## src/rtl/ram_writer_pkg.sv

```systemverilog
// ram_writer_pkg
//   Shared types and defaults for the sequential RAM writer.
//   - state_e        : writer mode (IDLE = append, CLEAR = bulk fill)
//   - DEFAULT_ADDR_W : default RAM address width
//   - DEPTH          : default RAM depth (2**DEFAULT_ADDR_W)
package ram_writer_pkg;

  typedef enum logic {
    IDLE  = 1'b0,
    CLEAR = 1'b1
  } state_e;

  localparam int unsigned DEFAULT_ADDR_W = 5;
  localparam int unsigned DEPTH          = 2 ** DEFAULT_ADDR_W;

endpackage

```

## src/rtl/wr_ptr_counter.sv

```systemverilog
// wr_ptr_counter
//   ADDR_W-bit address pointer, modulo 2**ADDR_W, synchronous clear and
//   increment enable. Usable for both write-side and read-side scanning.
//   Ports:
//     clk, reset : clock, synchronous active-high reset
//     clr        : force pointer to 0 (wins over inc)
//     inc        : advance pointer by one, wrapping after the last address
//     ptr        : current pointer value
//     last       : pointer is at the last address
module wr_ptr_counter #(
  parameter int unsigned ADDR_W = 5
) (
  input  logic              clk,
  input  logic              reset,
  input  logic              clr,
  input  logic              inc,
  output logic [ADDR_W-1:0] ptr,
  output logic              last
);

  logic [ADDR_W-1:0] ptr_q;
  logic [ADDR_W-1:0] ptr_d;

  always_comb begin
    ptr_d = ptr_q;
    if (clr) begin
      ptr_d = '0;
    end else if (inc) begin
      ptr_d = ptr_q + 1'b1;
    end
  end

  always_ff @(posedge clk) begin
    if (reset) begin
      ptr_q <= '0;
    end else begin
      ptr_q <= ptr_d;
    end
  end

  assign ptr  = ptr_q;
  assign last = &ptr_q;

endmodule

```

## src/rtl/ram_seq_writer.sv

```systemverilog
// ram_seq_writer
//   Appends handshaked words to consecutive RAM addresses and provides a
//   bulk clear that fills every address with CLEAR_VAL.
//   Ports:
//     clk, reset : clock, synchronous active-high reset
//     clear_req  : one-cycle pulse starting a bulk clear (ignored while busy)
//     in_valid   : in_data holds a word to write
//     in_data    : word to write
//     in_ready   : word accepted this cycle when in_valid is also high
//     wr_addr    : registered RAM write address
//     wr_data    : registered RAM write data
//     wren       : registered RAM write enable
//     count      : number of valid words stored, saturating at 2**ADDR_W
//     full       : count == 2**ADDR_W
//     busy       : clear in progress
module ram_seq_writer
  import ram_writer_pkg::*;
#(
  parameter int unsigned       ADDR_W    = DEFAULT_ADDR_W,
  parameter int unsigned       DATA_W    = 4,
  parameter int unsigned       WRAP      = 0,
  parameter logic [DATA_W-1:0] CLEAR_VAL = '0
) (
  input  logic              clk,
  input  logic              reset,
  input  logic              clear_req,
  input  logic              in_valid,
  input  logic [DATA_W-1:0] in_data,
  output logic              in_ready,
  output logic [ADDR_W-1:0] wr_addr,
  output logic [DATA_W-1:0] wr_data,
  output logic              wren,
  output logic [ADDR_W:0]   count,
  output logic              full,
  output logic              busy
);

  localparam logic [ADDR_W:0] DEPTH_C = {1'b1, {ADDR_W{1'b0}}};

  state_e            state_q, state_d;
  logic [ADDR_W-1:0] wr_addr_q, wr_addr_d;
  logic [DATA_W-1:0] wr_data_q, wr_data_d;
  logic              wren_q, wren_d;
  logic [ADDR_W:0]   count_q, count_d;
  logic              full_q, full_d;
  logic              busy_q, busy_d;

  logic              ptr_clr;
  logic              ptr_inc;
  logic [ADDR_W-1:0] ptr;
  logic              ptr_last;

  wr_ptr_counter #(.ADDR_W(ADDR_W)) u_ptr (
    .clk   (clk),
    .reset (reset),
    .clr   (ptr_clr),
    .inc   (ptr_inc),
    .ptr   (ptr),
    .last  (ptr_last)
  );

  assign in_ready = (state_q == IDLE) && !clear_req && (!full_q || (WRAP != 0));

  always_comb begin
    state_d   = state_q;
    wr_addr_d = wr_addr_q;
    wr_data_d = wr_data_q;
    wren_d    = 1'b0;
    count_d   = count_q;
    full_d    = full_q;
    busy_d    = busy_q;
    ptr_clr   = 1'b0;
    ptr_inc   = 1'b0;
    case (state_q)
      IDLE: begin
        if (clear_req) begin
          state_d = CLEAR;
          busy_d  = 1'b1;
          count_d = '0;
          full_d  = 1'b0;
          ptr_clr = 1'b1;
        end else if (in_valid && in_ready) begin
          wren_d    = 1'b1;
          wr_addr_d = ptr;
          wr_data_d = in_data;
          ptr_inc   = 1'b1;
          if (!full_q) begin
            count_d = count_q + 1'b1;
            full_d  = (count_q == DEPTH_C - 1'b1);
          end
        end
      end
      CLEAR: begin
        // Each CLEAR cycle issues one write; the write to the last address
        // is registered on the same edge that returns to IDLE, and the
        // pointer wraps back to 0 naturally.
        wren_d    = 1'b1;
        wr_addr_d = ptr;
        wr_data_d = CLEAR_VAL;
        ptr_inc   = 1'b1;
        if (ptr_last) begin
          state_d = IDLE;
          busy_d  = 1'b0;
        end
      end
      default: state_d = IDLE;
    endcase
  end

  always_ff @(posedge clk) begin
    if (reset) begin
      state_q   <= IDLE;
      wr_addr_q <= '0;
      wr_data_q <= '0;
      wren_q    <= 1'b0;
      count_q   <= '0;
      full_q    <= 1'b0;
      busy_q    <= 1'b0;
    end else begin
      state_q   <= state_d;
      wr_addr_q <= wr_addr_d;
      wr_data_q <= wr_data_d;
      wren_q    <= wren_d;
      count_q   <= count_d;
      full_q    <= full_d;
      busy_q    <= busy_d;
    end
  end

  assign wr_addr = wr_addr_q;
  assign wr_data = wr_data_q;
  assign wren    = wren_q;
  assign count   = count_q;
  assign full    = full_q;
  assign busy    = busy_q;

endmodule

```

## config.mk

```make
export PLATFORM = sky130hd
export DESIGN_NAME = ram_seq_writer
export DESIGN_NICKNAME = d
export VERILOG_FILES = /design/src/rtl/ram_writer_pkg.sv /design/src/rtl/wr_ptr_counter.sv /design/src/rtl/ram_seq_writer.sv
export SDC_FILE = /design/constraint.sdc
export NUM_CORES = 1
export LEC_CHECK = 0
export ABC_AREA = 0
export CAP_MARGIN = 20
export CORE_MARGIN = 4
export CORE_UTILIZATION = 35
export DETAILED_ROUTE_END_ITERATION = 10
export HOLD_SLACK_MARGIN = 0.15
export PLACE_DENSITY_LB_ADDON = 0.1
export SLEW_MARGIN = 10
export SYNTH_ARGS = -nofsm -noshare
export SYNTH_HDL_FRONTEND = slang
export SYNTH_SLANG_ARGS = --single-unit
```

## constraint.sdc

```tcl
create_clock -name clk -period 1.65 [get_ports clk]
set_input_delay 0.2475 -clock clk [delete_from_list [all_inputs] [get_ports clk]]
set_output_delay 0.2475 -clock clk [all_outputs]
set_load 0.05 [all_outputs]
```

==> flow_summary.json <==
{
  "wl_per_cell_microns": 12.71,
  "cts_max_path_buffers": 2,
  "via_count": 882,
  "synth_fp_nets": 118,
  "outcome": "complete, no violations",
  "layout-drive-gt1-share_pct": 30.50,
  "crit_family": "flip-flops",
  "synth_top_area_share_pct": 47.23,
  "synth-main-ff-cell": "dfxtp_1",
  "port_buffers": 26,
  "postCtsSetupRepairBufs": 0,
  "grt_antenna_before_repair": 0,
  "drc_errors": 0,
  "drv_slew": 0,
  "netlist_area_sq_mm": 0.001017,
  "stdcell_count": 172,
  "insertion_delay_ps": 320,
  "clkSinkCount": 24,
  "area_growth_pct": 37.02,
  "track_usage_pct": 12.60,
  "synthCells": 107,
  "core_area_sq_mm": 0.002758,
  "finalHoldViolations": 0,
  "cts_hold_buf": 0,
  "crit_slowest_cell": "dfxtp_1",
  "setup.worst_path.start_class": "register",
  "max_freq_mhz": 665.3,
  "critPathKind": "reg -> out",
  "crit_arrival_ps": 1260,
  "crit_path_max_fanout": 6,
  "grt_pass1_wl_mm": 3.608,
  "die_w_microns": 61.91,
  "fin_nets": 153,
  "rows": 19,
  "setup.worst_path.end_class": "output pin",
  "final_common_cell": "buf_4",
  "die_area_sq_mm": 0.003833,
  "ant_nets": 0,
  "finalSetupViolations": 0,
  "num_antenna_cells": 0,
  "dp_hpwl_mm": 1.563,
  "firstDrtPassIters": 4,
  "crit_buf_inv": 1,
  "yosysSeqAreaShare_pct": 47.23,
  "post-route-util_pct": 50.54,
  "gp_congestion": 0.8102,
  "min_path_type": "reg -> reg",
  "cts_resized": 0,
  "mostFrequentLayoutCells": "27 x buf_4, 21 x dfxtp_1, 17 x nor2_1",
  "maxCapViolCount": 0,
  "async_reset_ff_share_pct": 0,
  "initial_core_util_pct": 36.89,
  "die_y_microns": 61.91,
  "synth_edf_count": 0,
  "required_ps": 1400,
  "rsz0062_at_grt": "false",
  "synth_area_leaders": "dfxtp_1 47%, a21oi_1 6.4%, nor2_1 6.3%, mux2i_1 3.9%, ha_1 3.7%",
  "grt_pass1_vias": 807,
  "synth.avg_cell_area_sq_um": 9.507,
  "fin_crit_sh_pct": 91.10,
  "vias_per_cell": 5.128,
  "tightest_slew_ps": 419.8,
  "yosys_warnings": 0,
  "place_inst": 168,
  "initialDrtViolationCount": 27,
  "total_leakage_power_nw": 0.5807,
  "synth_seq_cells": 24,
  "maxSlewHeadroom_pct": 71.97,
  "crit_path_max_incr_delay_ps": 460,
  "ctsRootBufferMaster": "clkbuf_4",
  "cts_max_level": 1,
  "grt.overflow.total": 0,
  "yosysTopAreaCell": "dfxtp_1",
  "path_cells": "nor3_2 > buf_12",
  "cts_tree": "done",
  "period_needed_ps": 1503,
  "grt_max_degree": 16,
  "fin_skew_ps": 10.09,
  "powerDensity_mw_per_mm2": 880.0,
  "synth_cell_types": 33,
  "clk_pin_slew_ps": 140,
  "ios": 27,
  "wirelength_mm": 2.186,
  "cts_inserted_buffers": 3,
  "ir_drop_v": 0.0006419
}
## layout make-up
cell class / count / area, sq um
tap: 31 / 38.79
inverter: 1 / 3.754
timing repair buffer: 36 / 312.8
multi-input combinational: 76 / 501.7
fill: 282 / 1364
clock buffer: 3 / 22.52
clock inverter: 1 / 30.03
sequential: 24 / 484.2
## routing by layer
| layer | GRT usage (%) | wire [microns] | part of all wire, % |
|---|---|---|---|
| met4 | 6.364 | 27 | 1.2 |
| met3 | 1.860 | 126 | 5.8 |
| met1 | 17.94 | 1145 | 52 |
| met2 | 18.39 | 886 | 41 |
| met5 | 0 | 0 | 0 |
## registers in the layout, summed over array words and instances, names as in the netlist
| register | cells |
|---|---|
| full | 1 |
| wren | 1 |
| count | 6 |
| wr_addr | 5 |
| u_ptr.ptr | 5 |
| state_q | 1 |
| wr_data | 4 |
| busy | 1 |
## synthesized netlist by cell type, types with 2 or more instances
| master | instances |
|---|---|
| nand2_1 | 4 |
| nand3_1 | 2 |
| mux2i_1 | 4 |
| a21oi_1 | 13 |
| dfxtp_1 | 24 |
| nor2_1 | 17 |
| clkbuf_1 | 2 |
| nor3b_1 | 4 |
| o21ai_0 | 6 |
| buf_2 | 2 |
| ha_1 | 3 |
| nor2b_1 | 2 |
| a311oi_1 | 3 |
| xor2_1 | 2 |
## metrics by stage
stage / power [W] / setup WS (ps) / area [sq um] / hold WS (ps) / TNS (ps)
floorplan: 0.0007378 / 65.33 / 1026 / 312.8 / 0
detailed placement: 0.0008133 / -17.27 / 1341 / 451.4 / -65.71
finish: 0.001227 / 146.9 / 1394 / 466.1 / 0
global placement: 0.0008123 / -17.51 / 1341 / 451.5 / -66.26
CTS: 0.001245 / 132.8 / 1394 / 469.0 / 0
global route: 0.001285 / 41.92 / 1394 / 490.0 / 0
## path summary, 6_finish.rpt
check / start / slack, ps / cells past startpoint / endpoint
worst max-delay path: full / 150 / 2 / in_ready
worst min-delay path: wr_addr[1] / 470 / 2 / wr_addr[1]
worst max register to register: full / 240 / 4 / count[0]
worst min register to register: wr_addr[1] / 470 / 2 / wr_addr[1]
## report_power, final
| part | internal [W] | switching [W] |
|---|---|---|
| clock network | 0.000246 | 0.000181 |
| logic | 0.0000820 | 0.000108 |
| registers | 0.000596 | 0.0000145 |
| total | 0.000924 | 0.000303 |
## worst min-delay path: stages, from the launching register on
cell and delay [ps]:
dfxtp_1 340, nand2_1 50, a21oi_1 50
## kinds of logic (layout without fill, tap and decap cells)
logic type	after synthesis	count (layout)	synth area share (%)
AO/OA/AOI/OAI	29	29	17.47
AND/OR/NAND/NOR	38	38	22.02
adder cells (fa/ha/maj)	3	3	3.690
flip-flops	24	24	47.23
buffers and inverters	7	41	3.936
multiplexers	4	4	3.936
XOR/XNOR	2	2	1.722
No activity file was read; power rests on OpenSTA's default activity.
